===== src/rtl/vga_timing_gen.sv =====
// Video timing master: sync/DE/coordinate counters feeding a two-stage pixel pipeline.
// Define VGA_TIMING_TEST_PATTERN_EN to build in test patterns (MODE 1-3) and the per-frame mode latch.
module vga_timing_gen #(
  parameter int H_ACTIVE   = 800,
  parameter int H_FP       = 40,
  parameter int H_SYNC     = 88,
  parameter int H_BP       = 48,
  parameter int V_ACTIVE   = 480,
  parameter int V_FP       = 13,
  parameter int V_SYNC     = 3,
  parameter int V_BP       = 32,
  parameter bit HS_POL     = 1'b1,
  parameter bit VS_POL     = 1'b1,
  parameter int CNT_W      = 11,
  parameter int COLOR_BITS = 1
) (
  input  logic                  CLOCK_PIXEL,
  input  logic                  RESET,
  input  logic [1:0]            MODE,
  input  logic [COLOR_BITS-1:0] PIX_R,
  input  logic [COLOR_BITS-1:0] PIX_G,
  input  logic [COLOR_BITS-1:0] PIX_B,
  output logic                  PIX_REQ,
  output logic [CNT_W-1:0]      PIX_X,
  output logic [CNT_W-1:0]      PIX_Y,
  output logic [COLOR_BITS-1:0] VGA_RED,
  output logic [COLOR_BITS-1:0] VGA_GREEN,
  output logic [COLOR_BITS-1:0] VGA_BLUE,
  output logic                  VGA_HS,
  output logic                  VGA_VS,
  output logic                  VGA_DE,
  output logic                  FRAME_START
);

  localparam int H_TOTAL = H_ACTIVE + H_FP + H_SYNC + H_BP;
  localparam int V_TOTAL = V_ACTIVE + V_FP + V_SYNC + V_BP;
  localparam logic [CNT_W-1:0] H_LAST = CNT_W'(H_TOTAL - 1);
  localparam logic [CNT_W-1:0] V_LAST = CNT_W'(V_TOTAL - 1);
  // Region bounds kept 32 bits wide so a zero back porch cannot overflow CNT_W.
  localparam logic [31:0] H_ACT32 = 32'(H_ACTIVE);
  localparam logic [31:0] V_ACT32 = 32'(V_ACTIVE);
  localparam logic [31:0] HS_BEG  = 32'(H_ACTIVE + H_FP);
  localparam logic [31:0] HS_END  = 32'(H_ACTIVE + H_FP + H_SYNC);
  localparam logic [31:0] VS_BEG  = 32'(V_ACTIVE + V_FP);
  localparam logic [31:0] VS_END  = 32'(V_ACTIVE + V_FP + V_SYNC);

  logic [CNT_W-1:0] h_cnt_q, h_cnt_d, v_cnt_q, v_cnt_d;
  logic [31:0]      h32, v32;
  logic             act_d, hs_d, vs_d, fs_d;

  logic             req_q, hs1_q, vs1_q, fs1_q;
  logic [CNT_W-1:0] x_q, y_q;

  logic [COLOR_BITS-1:0] r_q, g_q, b_q;
  logic [COLOR_BITS-1:0] sel_r, sel_g, sel_b;
  logic                  de_q, hs_q, vs_q, fs_q;

  always_comb begin
    h_cnt_d = h_cnt_q + CNT_W'(1);
    v_cnt_d = v_cnt_q;
    if (h_cnt_q == H_LAST) begin
      h_cnt_d = '0;
      v_cnt_d = (v_cnt_q == V_LAST) ? '0 : v_cnt_q + CNT_W'(1);
    end
  end

  always_comb begin
    h32   = 32'(h_cnt_q);
    v32   = 32'(v_cnt_q);
    act_d = (h32 < H_ACT32) && (v32 < V_ACT32);
    hs_d  = (h32 >= HS_BEG) && (h32 < HS_END);
    vs_d  = (v32 >= VS_BEG) && (v32 < VS_END);
    fs_d  = (h_cnt_q == '0) && (v_cnt_q == '0);
  end

`ifdef VGA_TIMING_TEST_PATTERN_EN
  localparam int BAR_W = H_ACTIVE / 8;

  logic [1:0] mode_q;
  logic [2:0] bar_idx, bar_rgb, pat_rgb;

  // Latched at counter (0,0) so the whole frame, starting with pixel (0,0), uses one source.
  always_ff @(posedge CLOCK_PIXEL) begin
    if (RESET) begin
      mode_q <= 2'd0;
    end else if (fs_d) begin
      mode_q <= MODE;
    end
  end

  always_comb begin
    bar_idx = 3'd0;
    for (int i = 1; i < 8; i++) begin
      if (32'(x_q) >= 32'(i * BAR_W)) bar_idx = 3'(i);
    end
    case (bar_idx)
      3'd0:    bar_rgb = 3'b111;
      3'd1:    bar_rgb = 3'b110;
      3'd2:    bar_rgb = 3'b011;
      3'd3:    bar_rgb = 3'b010;
      3'd4:    bar_rgb = 3'b101;
      3'd5:    bar_rgb = 3'b100;
      3'd6:    bar_rgb = 3'b001;
      default: bar_rgb = 3'b000;
    endcase
  end

  always_comb begin
    pat_rgb = 3'b000;
    case (mode_q)
      2'd1: pat_rgb = bar_rgb;
      2'd2: begin
        if ((32'(x_q) >= 32'd100) && (32'(x_q) <= 32'd200) &&
            (32'(y_q) >= 32'd100) && (32'(y_q) <= 32'd200))
          pat_rgb = 3'b111;
        else if ((y_q == '0) || (32'(y_q) == V_ACT32 - 32'd1))
          pat_rgb = 3'b010;
        else if ((x_q == '0) || (32'(x_q) == H_ACT32 - 32'd1))
          pat_rgb = 3'b100;
        else
          pat_rgb = 3'b001;
      end
      2'd3:    pat_rgb = {3{x_q[5] ^ y_q[5]}};
      default: pat_rgb = 3'b000;
    endcase
    if (mode_q == 2'd0) begin
      sel_r = PIX_R;
      sel_g = PIX_G;
      sel_b = PIX_B;
    end else begin
      sel_r = {COLOR_BITS{pat_rgb[2]}};
      sel_g = {COLOR_BITS{pat_rgb[1]}};
      sel_b = {COLOR_BITS{pat_rgb[0]}};
    end
  end
`else
  logic unused_mode;
  assign unused_mode = ^MODE;

  always_comb begin
    sel_r = PIX_R;
    sel_g = PIX_G;
    sel_b = PIX_B;
  end
`endif

  // External pixel data must be valid while PIX_REQ/PIX_X/PIX_Y are presented; it is
  // captured at the following edge and appears on VGA_* one cycle after PIX_REQ.
  always_ff @(posedge CLOCK_PIXEL) begin
    if (RESET) begin
      h_cnt_q <= '0;
      v_cnt_q <= '0;
      req_q   <= 1'b0;
      x_q     <= '0;
      y_q     <= '0;
      hs1_q   <= 1'b0;
      vs1_q   <= 1'b0;
      fs1_q   <= 1'b0;
      r_q     <= '0;
      g_q     <= '0;
      b_q     <= '0;
      de_q    <= 1'b0;
      hs_q    <= !HS_POL;
      vs_q    <= !VS_POL;
      fs_q    <= 1'b0;
    end else begin
      h_cnt_q <= h_cnt_d;
      v_cnt_q <= v_cnt_d;
      req_q   <= act_d;
      x_q     <= h_cnt_q;
      y_q     <= v_cnt_q;
      hs1_q   <= hs_d;
      vs1_q   <= vs_d;
      fs1_q   <= fs_d;
      r_q     <= req_q ? sel_r : '0;
      g_q     <= req_q ? sel_g : '0;
      b_q     <= req_q ? sel_b : '0;
      de_q    <= req_q;
      hs_q    <= hs1_q ? HS_POL : !HS_POL;
      vs_q    <= vs1_q ? VS_POL : !VS_POL;
      fs_q    <= fs1_q;
    end
  end

  assign PIX_REQ     = req_q;
  assign PIX_X       = x_q;
  assign PIX_Y       = y_q;
  assign VGA_RED     = r_q;
  assign VGA_GREEN   = g_q;
  assign VGA_BLUE    = b_q;
  assign VGA_DE      = de_q;
  assign VGA_HS      = hs_q;
  assign VGA_VS      = vs_q;
  assign FRAME_START = fs_q;

endmodule

===== config.mk =====
export PLATFORM = sky130hd
export DESIGN_NAME = vga_timing_gen
export DESIGN_NICKNAME = d
export VERILOG_FILES = /design/src/rtl/vga_timing_gen.sv
export SDC_FILE = /design/constraint.sdc
export NUM_CORES = 1
export LEC_CHECK = 0
export ABC_AREA = 1
export ABC_CLOCK_PERIOD_IN_PS = 1800
export CORE_MARGIN = 5
export CORE_UTILIZATION = 54
export CTS_BUF_LIST = sky130_fd_sc_hd__clkbuf_8
export DETAILED_ROUTE_END_ITERATION = 10
export GPL_TIMING_DRIVEN = 0
export PLACE_DENSITY = 0.89
export SLEW_MARGIN = 15
export SYNTH_ARGS = -nofsm -noshare
export SYNTH_HDL_FRONTEND = slang
export SYNTH_SLANG_ARGS = --single-unit

===== constraint.sdc =====
create_clock -name CLOCK_PIXEL -period 1.8 [get_ports CLOCK_PIXEL]
set_clock_uncertainty 0.1 [all_clocks]
set_input_delay 0.36 -clock CLOCK_PIXEL [delete_from_list [all_inputs] [get_ports CLOCK_PIXEL]]
set_output_delay 0.36 -clock CLOCK_PIXEL [all_outputs]
set_load 0.005 [all_outputs]

==> impl_metrics.csv <==
group,metric,value,unit
outcome,status,"finished clean",
die,start_util,0.554,
die,die-area,5480,sq um
cts,clock-root-buffer,"clkbuf_8",
logic_synthesis,ys_top_cells_by_count,"dfxtp_1 (55), nor2_1 (51), nand2_1 (43), inv_1 (38), nand3_1 (19)",
logic_synthesis,ys_ff_latch,55,
worst_setup_path,worstSetupPathType,"flip-flop to flip-flop",
logic_synthesis,synthAdderAreaFrac,0.0282,
cts,clock_path_buffers,2,
routing,vias_per_cell,5.08,
layout,area_growth,22.0,%
power_and_ir_drop,netSwitchingFraction,0.226,
die,pin_count,37,
logic_synthesis,synthSimpleGateAreaFrac,0.337,
power_and_ir_drop,clkPwrFrac,0.332,
logic_synthesis,synth_top_area_frac,0.497,
logic_synthesis,synth_area_per_cell,7.91,sq um
worst_setup_path,cp_max_fo,5,
cts,post_cts_resized,0,
place,numPortBuffers,34,
timing,finalSetupViolations,0,
logic_synthesis,synth.mux.area_fraction,0,
power_and_ir_drop,combPwrFrac,0.045,
die,die_y,74.0,microns
cts,insertion_delay,310,ps
layout,final_nets,333,
worst_setup_path,critPathBufInv,1,
timing,hold_slack,305,ps
layout,drive_gt1_frac,0.121,
logic_synthesis,synth_compound_area_frac,0.0429,
worst_setup_path,crit_slowest_cell,"dfxtp_1",
global_route,grt_usage,0.185,
logic_synthesis,yosysWarnings,0,
routing,finalWirelength,4750,microns
timing,max_freq,615,MHz
routing,ant_nets,0,
routing,num_vias,1891,
logic_synthesis,synth_area,2210,sq um
logic_synthesis,synth_most_common_cell,"dfxtp_1",
global_route,grt_pass1_vias,1714,
power_and_ir_drop,power_switching,0.450,mW
power_and_ir_drop,power_density,738,nW/um^2
logic_synthesis,synthCells,280,
global_route,antenna_found_initial,0,
timing,hold_viol,0,
logic_synthesis,synth-edff-count,0,
layout,fin_cells,372,
timing,worst_slew_pin_slew,471,ps
global_route,grt_max_degree,17,
timing,relSlewSlack,0.686,
die,floorplan.rows,23,
cts,postCtsHoldBufs,0,
global_route,gr-total-overflow,0,
logic_synthesis,synth_cell_types,28,
worst_setup_path,endpoint_kind,"flip-flop",
die,coreArea,4000,sq um
worst_setup_path,worstPathArrival,1730,ps
global_route,grt_pass1_wl,7860,microns
routing,drt_pass1_iterations,7,
power_and_ir_drop,intPower,1.54,mW
logic_synthesis,async_flop_share,0,
routing,drc_errors,0,
routing,routedWlPerCell,12.8,microns
worst_setup_path,cp_common_cell,"nand2_2",
layout,fillers,300,
place,place_area,2620,sq um
timing,min_period,1630,ps
min_path,hold_class,"flip-flop to flip-flop",
logic_synthesis,synth_top_family_by_area,"simple AND/OR/NAND/NOR gates",
logic_synthesis,yosys.area_share.xor_xnor,0.00791,
power_and_ir_drop,seqPwrFrac,0.623,
cts,cts_tree,"built",
worst_setup_path,cp-start-kind,"flip-flop",
cts,post_cts_buffers,0,
cts,cts.clk_slew.worst_paths,100,ps
logic_synthesis,synth_flop_cell,"dfxtp_1",
timing,rsz0062_at_grt,"no",
layout,final_cell_area,2700,sq um
die,die_width,74.0,microns
logic_synthesis,synth.largest_area_cell,"dfxtp_1",
timing,drv_slew,0,
worst_setup_path,cpLargestDelayFamily,"simple AND/OR/NAND/NOR gates",
power_and_ir_drop,p_leak,1.13,nW
place,placed_cells,364,
flow_run,maxCapViolations,0,
logic_synthesis,synth_area_leaders,"dfxtp_1 (50%), nor2_1 (8.6%), nand2_1 (7.3%)",
timing,min_period_over_period,0.903,
logic_synthesis,synth_nets,292,
place,gp_congestion,0.939,
layout,fin_util,0.676,
logic_synthesis,ys_seq_area_frac,0.497,
cts,cts_num_sinks,55,
power_and_ir_drop,max-vdd-ir-drop,0.364,mV
place,hpwlAfterDp,3470,microns
worst_setup_path,required,1900,ps
cts,cts_buffers,5,
layout,insertedDiodeCount,0,
worst_setup_path,cp_slowest_stage_delay,390,ps
worst_setup_path,cp_cell_sequence,"ha_1, nand3_1, nor2_2, nand2_4, nand2_2, nand2_2, inv_2, nor2_1",
cts,htreeDepth,2,
routing,first_iter_violations,202,
[metrics by stage]
step	power [mW]	TNS (ps)	setup WS, ps
after floorplan	1.32	0	399
after global placement	1.36	-1290	-79.9
after detailed placement	1.36	-1630	-93.6
after CTS	2.00	0	187
after global routing	2.05	0	64.1
final	1.99	0	174
[flip-flops by register name (all words and copies together), names as in the netlist, 11 cells and up]
name     cells
PIX_X       11
PIX_Y       11
h_cnt_q     11
v_cnt_q     11
[final cells by class]
class / instances / area [sq um] / share of cell area
Timing Repair Buffer: 34 / 340 / 0.126
Clock buffer: 5 / 68.8 / 0.0255
Buffer: 5 / 32.5 / 0.0120
Clock inverter: 3 / 16.3 / 0.00602
Sequential cell: 55 / 1100 / 0.407
Multi-Input combinational cell: 178 / 922 / 0.341
Inverter: 42 / 159 / 0.0588
Tap cell: 50 / 62.6 / 0.0231
[final timing paths]
path                            depth (start not counted)                       to  slack (ps)             startpoint
worst min-delay path                                    2        VGA_VS$_SDFF_PP0_         310       vs1_q$_SDFF_PP0_
worst max-delay path                                    8  v_cnt_q[9]$_SDFFE_PP0N_         170  h_cnt_q[0]$_SDFF_PP0_
worst min register to register                          2        VGA_VS$_SDFF_PP0_         310       vs1_q$_SDFF_PP0_
worst max register to register                          8  v_cnt_q[9]$_SDFFE_PP0N_         170  h_cnt_q[0]$_SDFF_PP0_
[cells in the final DEF (no fill, tap or decap), types with 3 or more instances in the layout]
master / instances
dfxtp_1: 55
nor2_1: 51
nand2_1: 43
inv_1: 39
clkdlybuf4s50_1: 34
nand3_1: 19
a21oi_1: 10
nand4_1: 8
o21ai_0: 6
nand2_2: 6
nor3_1: 5
ha_1: 5
clkbuf_8: 5
nor2_2: 4
nor2_4: 4
nand3_2: 4
inv_2: 3
o21ai_1: 3
[layer usage]
metal	track usage	vias up	part of all wire
met5	0	-	0
met4	0.0724	0	0.0097
met3	0.0311	5	0.091
met2	0.296	96	0.47
met1	0.249	834	0.43
li1	-	956	-
[worst min-delay path, delay by kind of cell, from the launching register on]
kind	cells	cell delay [ps]
buf+inv	1	40
flops	1	310
simple gates	1	30
[cell families (layout without fill, tap and decap cells)]
| kind of cell | after synthesis | count (layout) |
|---|---|---|
| AO/OA/AOI/OAI | 19 | 19 |
| XOR/XNOR | 2 | 2 |
| adder cells (fa/ha/maj) | 5 | 5 |
| buffers and inverters | 47 | 89 |
| flip-flops | 55 | 55 |
| AND/OR/NAND/NOR | 152 | 152 |
[power by group through the flow]
stage	combinational, mW	clock, mW	sequential [mW]
3_3_place_gp	0.0864	0	1.27
2_1_floorplan	0.0452	0	1.27
3_5_place_dp	0.0892	0	1.27
5_1_grt	0.101	0.708	1.24
4_1_cts	0.0895	0.667	1.24
6_report	0.0889	0.662	1.24
Power figures use the tool's default switching activity.
